## src/rtl/instr_encoder.sv

```systemverilog
// RV32I instruction encoder: packs request fields into 32-bit words for the debug/boot
// injection path, expanding LI into LUI+ADDI and flagging unencodable requests on err_o.
module instr_encoder #(
    parameter int XLEN = 32
) (
    input  logic                   clk,
    input  logic                   rst,
    input  logic                   req_valid_i,
    output logic                   req_ready_o,
    input  logic [3:0]             req_op_i,
    input  logic                   req_imm_v_i,
    input  logic [4:0]             req_rd_i,
    input  logic [4:0]             req_rs1_i,
    input  logic [4:0]             req_rs2_i,
    input  logic signed [XLEN-1:0] req_imm_i,
    input  logic [1:0]             req_size_i,
    input  logic                   req_unsigned_i,
    input  logic [2:0]             req_cond_i,
    output logic                   instr_valid_o,
    input  logic                   instr_ready_i,
    output logic [XLEN-1:0]        instr_o,
    output logic                   err_o
);

    localparam logic [6:0] OPC_OP     = 7'b0110011;
    localparam logic [6:0] OPC_OP_IMM = 7'b0010011;
    localparam logic [6:0] OPC_LOAD   = 7'b0000011;
    localparam logic [6:0] OPC_STORE  = 7'b0100011;
    localparam logic [6:0] OPC_BRANCH = 7'b1100011;
    localparam logic [6:0] OPC_JAL    = 7'b1101111;
    localparam logic [6:0] OPC_JALR   = 7'b1100111;
    localparam logic [6:0] OPC_LUI    = 7'b0110111;
    localparam logic [6:0] F7_ALT     = 7'b0100000;

    typedef enum logic {S_IDLE, S_LI2} state_t;

    state_t          state;
    logic [XLEN-1:0] pend_p1;

    logic [XLEN-1:0] word0_p0;
    logic [XLEN-1:0] word1_p0;
    logic            need2_p0;
    logic            bad_p0;
    logic [2:0]      alu_f3;
    logic            alu_alt;
    logic            alu_shift;
    logic [19:0]     li_hi;
    logic [11:0]     li_lo;
    logic            accept;

    function automatic logic fits_signed(input logic signed [XLEN-1:0] v, input int bits);
        logic signed [XLEN-1:0] sh;
        sh = v >>> (bits - 1);
        return (sh == '0) || (sh == '1);
    endfunction

    function automatic logic [XLEN-1:0] r_type(input logic [6:0] f7, input logic [4:0] rs2,
                                               input logic [4:0] rs1, input logic [2:0] f3,
                                               input logic [4:0] rd, input logic [6:0] opc);
        return {f7, rs2, rs1, f3, rd, opc};
    endfunction

    function automatic logic [XLEN-1:0] i_type(input logic [11:0] imm, input logic [4:0] rs1,
                                               input logic [2:0] f3, input logic [4:0] rd,
                                               input logic [6:0] opc);
        return {imm, rs1, f3, rd, opc};
    endfunction

    function automatic logic [XLEN-1:0] s_type(input logic [11:0] imm, input logic [4:0] rs2,
                                               input logic [4:0] rs1, input logic [2:0] f3,
                                               input logic [6:0] opc);
        return {imm[11:5], rs2, rs1, f3, imm[4:0], opc};
    endfunction

    // imm12_1 holds offset bits [12:1]; bit 0 is implicitly zero
    function automatic logic [XLEN-1:0] b_type(input logic [11:0] imm12_1, input logic [4:0] rs2,
                                               input logic [4:0] rs1, input logic [2:0] f3,
                                               input logic [6:0] opc);
        return {imm12_1[11], imm12_1[9:4], rs2, rs1, f3, imm12_1[3:0], imm12_1[10], opc};
    endfunction

    // imm20_1 holds offset bits [20:1]
    function automatic logic [XLEN-1:0] j_type(input logic [19:0] imm20_1, input logic [4:0] rd,
                                               input logic [6:0] opc);
        return {imm20_1[19], imm20_1[9:0], imm20_1[10], imm20_1[18:11], rd, opc};
    endfunction

    function automatic logic [XLEN-1:0] u_type(input logic [19:0] imm, input logic [4:0] rd,
                                               input logic [6:0] opc);
        return {imm, rd, opc};
    endfunction

    assign li_hi = req_imm_i[XLEN-1:12] + {19'b0, req_imm_i[11]};
    assign li_lo = req_imm_i[11:0];

    always_comb begin
        alu_f3    = 3'b000;
        alu_alt   = 1'b0;
        alu_shift = 1'b0;
        case (req_op_i)
            4'h1:    alu_alt = 1'b1;
            4'h2:    begin alu_f3 = 3'b001; alu_shift = 1'b1; end
            4'h3:    alu_f3 = 3'b010;
            4'h4:    alu_f3 = 3'b011;
            4'h5:    alu_f3 = 3'b100;
            4'h6:    begin alu_f3 = 3'b101; alu_shift = 1'b1; end
            4'h7:    begin alu_f3 = 3'b101; alu_shift = 1'b1; alu_alt = 1'b1; end
            4'h8:    alu_f3 = 3'b110;
            4'h9:    alu_f3 = 3'b111;
            default: alu_f3 = 3'b000;
        endcase
    end

    // Stage p0: combinational encode of the presented request
    always_comb begin
        word0_p0 = '0;
        word1_p0 = '0;
        need2_p0 = 1'b0;
        bad_p0   = 1'b0;
        case (req_op_i)
            4'h0, 4'h1, 4'h2, 4'h3, 4'h4, 4'h5, 4'h6, 4'h7, 4'h8, 4'h9: begin
                if (!req_imm_v_i) begin
                    word0_p0 = r_type(alu_alt ? F7_ALT : 7'b0, req_rs2_i, req_rs1_i, alu_f3,
                                      req_rd_i, OPC_OP);
                end else if (req_op_i == 4'h1) begin
                    bad_p0 = 1'b1;
                end else if (alu_shift) begin
                    bad_p0   = (req_imm_i[XLEN-1:5] != '0);
                    word0_p0 = i_type({alu_alt ? F7_ALT : 7'b0, req_imm_i[4:0]}, req_rs1_i,
                                      alu_f3, req_rd_i, OPC_OP_IMM);
                end else begin
                    bad_p0   = !fits_signed(req_imm_i, 12);
                    word0_p0 = i_type(req_imm_i[11:0], req_rs1_i, alu_f3, req_rd_i, OPC_OP_IMM);
                end
            end
            4'hA: begin
                bad_p0   = (req_size_i == 2'b11) || (req_unsigned_i && req_size_i == 2'b10) ||
                           !fits_signed(req_imm_i, 12);
                word0_p0 = i_type(req_imm_i[11:0], req_rs1_i, {req_unsigned_i, req_size_i},
                                  req_rd_i, OPC_LOAD);
            end
            4'hB: begin
                bad_p0   = (req_size_i == 2'b11) || !fits_signed(req_imm_i, 12);
                word0_p0 = s_type(req_imm_i[11:0], req_rs2_i, req_rs1_i, {1'b0, req_size_i},
                                  OPC_STORE);
            end
            4'hC: begin
                bad_p0   = (req_cond_i == 3'b010) || (req_cond_i == 3'b011) ||
                           req_imm_i[0] || !fits_signed(req_imm_i, 13);
                word0_p0 = b_type(req_imm_i[12:1], req_rs2_i, req_rs1_i, req_cond_i, OPC_BRANCH);
            end
            4'hD: begin
                bad_p0   = req_imm_i[0] || !fits_signed(req_imm_i, 21);
                word0_p0 = j_type(req_imm_i[20:1], req_rd_i, OPC_JAL);
            end
            4'hE: begin
                bad_p0   = !fits_signed(req_imm_i, 12);
                word0_p0 = i_type(req_imm_i[11:0], req_rs1_i, 3'b000, req_rd_i, OPC_JALR);
            end
            4'hF: begin
                // Writes to x0 are discarded, so any LI x0 collapses to a canonical NOP
                if (req_rd_i == 5'd0) begin
                    word0_p0 = i_type(12'h000, 5'd0, 3'b000, 5'd0, OPC_OP_IMM);
                end else if (fits_signed(req_imm_i, 12)) begin
                    word0_p0 = i_type(li_lo, 5'd0, 3'b000, req_rd_i, OPC_OP_IMM);
                end else begin
                    word0_p0 = u_type(li_hi, req_rd_i, OPC_LUI);
                    need2_p0 = (li_lo != 12'h000);
                    word1_p0 = i_type(li_lo, req_rd_i, 3'b000, req_rd_i, OPC_OP_IMM);
                end
            end
        endcase
        if (bad_p0) begin
            word0_p0 = '0;
            need2_p0 = 1'b0;
        end
    end

    assign req_ready_o = !rst && (state == S_IDLE) && (!instr_valid_o || instr_ready_i);
    assign accept      = req_valid_i && req_ready_o;

    // Stage p1: registered output word plus pending second LI beat
    always_ff @(posedge clk) begin
        if (rst) begin
            state         <= S_IDLE;
            instr_valid_o <= 1'b0;
            instr_o       <= '0;
            err_o         <= 1'b0;
            pend_p1       <= '0;
        end else begin
            case (state)
                S_IDLE: begin
                    if (accept) begin
                        instr_valid_o <= 1'b1;
                        instr_o       <= word0_p0;
                        err_o         <= bad_p0;
                        if (need2_p0) begin
                            pend_p1 <= word1_p0;
                            state   <= S_LI2;
                        end
                    end else if (instr_ready_i) begin
                        instr_valid_o <= 1'b0;
                    end
                end
                S_LI2: begin
                    if (instr_ready_i) begin
                        instr_valid_o <= 1'b1;
                        instr_o       <= pend_p1;
                        err_o         <= 1'b0;
                        state         <= S_IDLE;
                    end
                end
                default: state <= S_IDLE;
            endcase
        end
    end

endmodule

```

## config.mk

```make
export PLATFORM = sky130hd
export DESIGN_NAME = instr_encoder
export DESIGN_NICKNAME = d
export VERILOG_FILES = /design/src/rtl/instr_encoder.sv
export SDC_FILE = /design/constraint.sdc
export NUM_CORES = 1
export LEC_CHECK = 0
export CORE_MARGIN = 2
export CORE_UTILIZATION = 25
export CTS_BUF_LIST = sky130_fd_sc_hd__clkbuf_8
export DETAILED_ROUTE_END_ITERATION = 8
export GPL_TIMING_DRIVEN = 0
export SLEW_MARGIN = 20
export SYNTH_ARGS = -nofsm -noshare
export SYNTH_HDL_FRONTEND = slang
export SYNTH_SLANG_ARGS = --single-unit
```

## constraint.sdc

```tcl
create_clock -name clk -period 9.3 [get_ports clk]
set_clock_uncertainty 0.05 [all_clocks]
set_input_delay 2.325 -clock clk [delete_from_list [all_inputs] [get_ports clk]]
set_output_delay 2.325 -clock clk [all_outputs]
set_load 0.1 [all_outputs]
```

==> flow_summary_export.csv <==
group,metric,value,unit
grt,grt_overflow,0,
place,dpl.cell_count,780,
critical_path,critPathCaptureType,"primary output",
power_and_ir_drop,seqPwrFrac,39.1,%
clock_tree,post_cts_buffers,0,
timing,finalHoldViolCount,0,
critical_path,path_class,"in2out",
grt,grt_use_met2,32.6,%
floorplan,core_region_area,14600,um2
timing,hold_ws,413,ps
power_and_ir_drop,worst_ir_drop_vdd,64.2,uV
clock_tree,clock-root-buffer,"clkbuf_8",
grt,grt.met1_usage,28.1,%
critical_path,crit_arrival,4570,ps
logic_synthesis,async_flop_share,0,%
job,drv_cap,0,
finish,fin_nets,668,
logic_synthesis,yosysMostFrequentCell,"nor2_1",
grt,grt_pass1_wl,25.7,mm
logic_synthesis,netlist-cell-type-count,64,
power_and_ir_drop,netSwitchingPower,244,uW
floorplan,start_util,25.7,%
clock_tree,clock_sinks,52,
power_and_ir_drop,power,607,uW
timing,rsz0062_at_grt,"no",
power_and_ir_drop,pwr-share-comb,38.3,%
grt,grt_max_degree,16,
timing,fmax,144,MHz
finish,fin_util,33.9,%
critical_path,crit_fanout,7,
logic_synthesis,synth_top_family_by_area,"compound AO/OA/AOI/OAI gates",
timing,finalSetupTns,0,ps
logic_synthesis,synth-compound-area-share,30.9,%
logic_synthesis,yosys_warnings,0,
route,vias_per_cell,5.87,
clock_tree,cts_tree,"yes",
floorplan,ios,97,
route,routedWlPerCell,21.1,um
clock_tree,worst_skew_pair.late_latency,320,ps
power_and_ir_drop,swShare,40.2,%
worst_hold_path,hp-class,"reg2reg",
logic_synthesis,synth_top_area_share,27.8,%
timing,setup_viol,0,
clock_tree,cts_buffer_depth,2,
logic_synthesis,synth_mux_area_share,3.47,%
logic_synthesis,synth_commonest_cells,"nor2_1, dfxtp_1, a21oi_1, nand2_1, clkbuf_1",
floorplan,num_rows,44,
grt,top_usage_layer,"met2",
clock_tree,cts_made_buffers,5,
logic_synthesis,synth_area_leaders,"dfxtp_1, a21oi_1, nor2_1",
finish,diodes,0,
power_and_ir_drop,leakagePower,0.00166,uW
timing,slew_headroom,34.6,%
logic_synthesis,synth-xor-area-share,2.80,%
finish,finalNonFillerCells,788,
grt,grt_antenna_before_repair,0,
grt,grt_usage,20.5,%
clock_tree,cts_resized,0,
route,num_vias,4625,
power_and_ir_drop,p_int,363,uW
grt,use_met3,4.39,%
power_and_ir_drop,p_clk_share,22.6,%
route,drt_iter0_drc,437,
logic_synthesis,yosysTopAreaCell,"dfxtp_1",
logic_synthesis,yosys.area_share.simple,27.4,%
outcome,status,"finished clean",
logic_synthesis,ys_ff_latch,52,
floorplan,die_area,16000,um2
timing,tightest_slew,978,ps
logic_synthesis,synth_cells,509,
route,remaining_drc_errors,0,
critical_path,cp_data_required_time,6930,ps
logic_synthesis,syn_area,3750,um2
floorplan,die_x,126,um
place,place_congestion,0.927,
logic_synthesis,synth_edf_count,0,
clock_tree,htree_num_levels,2,
critical_path,rrSetupSlack,6910,ps
route,wirelength,16.7,mm
logic_synthesis,synthAdderAreaFrac,1.00,%
place,port_buffers,87,
logic_synthesis,ys_dominant_reg_cell,"dfxtp_1",
timing,min_period_over_period,74.7,%
clock_tree,clk_pin_slew_worst_paths,100,ps
critical_path,crit_path_start_kind,"input pin",
place,hpwlAfterDp,12.9,mm
finish,layout-drive-gt1-share,4.47,%
grt,grt_pass1_vias,4484,
route,dr.pass1.iters,5,
logic_synthesis,yosysSeqAreaShare,27.8,%
route,antenna_left,0,
timing,fin_crit,6950,ps
logic_synthesis,syn_avg_cell_area,7.36,um2
timing,slew_violations,0,
floorplan,fp.dieH,126,um
clock_tree,ctsHoldBuffers,0,
logic_synthesis,syn-num-nets,574,
finish,area_growth,31.8,%
power_and_ir_drop,powerDensity,123,nW/um2
-- cells in the final DEF (no fill, tap or decap), types with 7 or more instances in the layout --
cell | Yosys | routed
o221ai_1 | 8 | 8
clkbuf_1 | 34 | 34
xnor2_1 | 7 | 7
nor4_1 | 13 | 13
nand2b_1 | 10 | 10
a22oi_1 | 7 | 7
inv_1 | 15 | 15
a21oi_1 | 49 | 49
mux2i_1 | 13 | 13
nand2_1 | 48 | 48
o21ai_0 | 19 | 19
dfxtp_1 | 52 | 52
nand3_1 | 18 | 18
nor3_1 | 19 | 19
nor2_1 | 53 | 53
o22ai_1 | 7 | 7
clkdlybuf4s50_1 | 0 | 87
nand4_1 | 11 | 11
and3_1 | 7 | 7
-- stage by stage --
stage | instance area (um2) | setup slack, ps
after detailed placement | 4850 | 2390
final | 4940 | 2350
after CTS | 4940 | 2380
after floorplan | 3750 | 3580
after global routing | 4940 | 2330
after global placement | 4850 | 2380
-- power groups by stage --
stage | registers [uW] | clock network [uW] | logic (uW)
after floorplan | 305 | 0 | 81.5
final | 237 | 137 | 232
after CTS | 238 | 140 | 230
after detailed placement | 243 | 0 | 229
after global routing | 239 | 149 | 244
after global placement | 243 | 0 | 228
-- cell type report --
cell class / instances / area (um2)
Buffer: 44 / 190
Clock buffer: 6 / 82.6
Clock inverter: 2 / 10.0
Fill cell: 1554 / 9650
Inverter: 16 / 60.1
Multi-Input combinational cell: 397 / 2460
Sequential cell: 52 / 1040
Tap cell: 184 / 230
Timing Repair Buffer: 87 / 871
-- metal layers --
| metal | vias to the layer above | share of wire (%) |
|---|---|---|
| met5 | - | 0 |
| met2 | 234 | 46 |
| met3 | 27 | 7.6 |
| li1 | 2097 | - |
| met4 | 0 | 2.0 |
| met1 | 2267 | 45 |
-- flip-flops by register name, indices dropped and copies added (netlist names) --
register / cells
pend_p1: 18
err_o: 1
instr_o: 31
instr_valid_o: 1
state: 1
-- worst max-delay path, stage by stage --
cell and delay, ps:
clkdlybuf4s50_1 680, nand2b_1 260, and2_1 170, clkdlybuf4s50_1 1130
-- logic make-up (layout without fill, tap and decap cells) --
logic type	Yosys count	after routing
buf+inv	60	155
fa+ha+maj	3	3
compound gates	165	165
xor+xnor	12	12
flops	52	52
simple gates	204	204
mux	13	13
-- worst paths after layout --
check	cells after the start	end	from
setup / recovery	4	req_ready_o	instr_ready_i
hold / removal	2	instr_o[12]$_SDFFE_PP0P_	instr_o[12]$_SDFFE_PP0P_
setup reg to reg	7	instr_o[1]$_SDFFE_PP0P_	instr_valid_o$_SDFFE_PP0P_
hold reg to reg	2	instr_o[12]$_SDFFE_PP0P_	instr_o[12]$_SDFFE_PP0P_
Note: power is estimated with default switching activity, not from simulation.
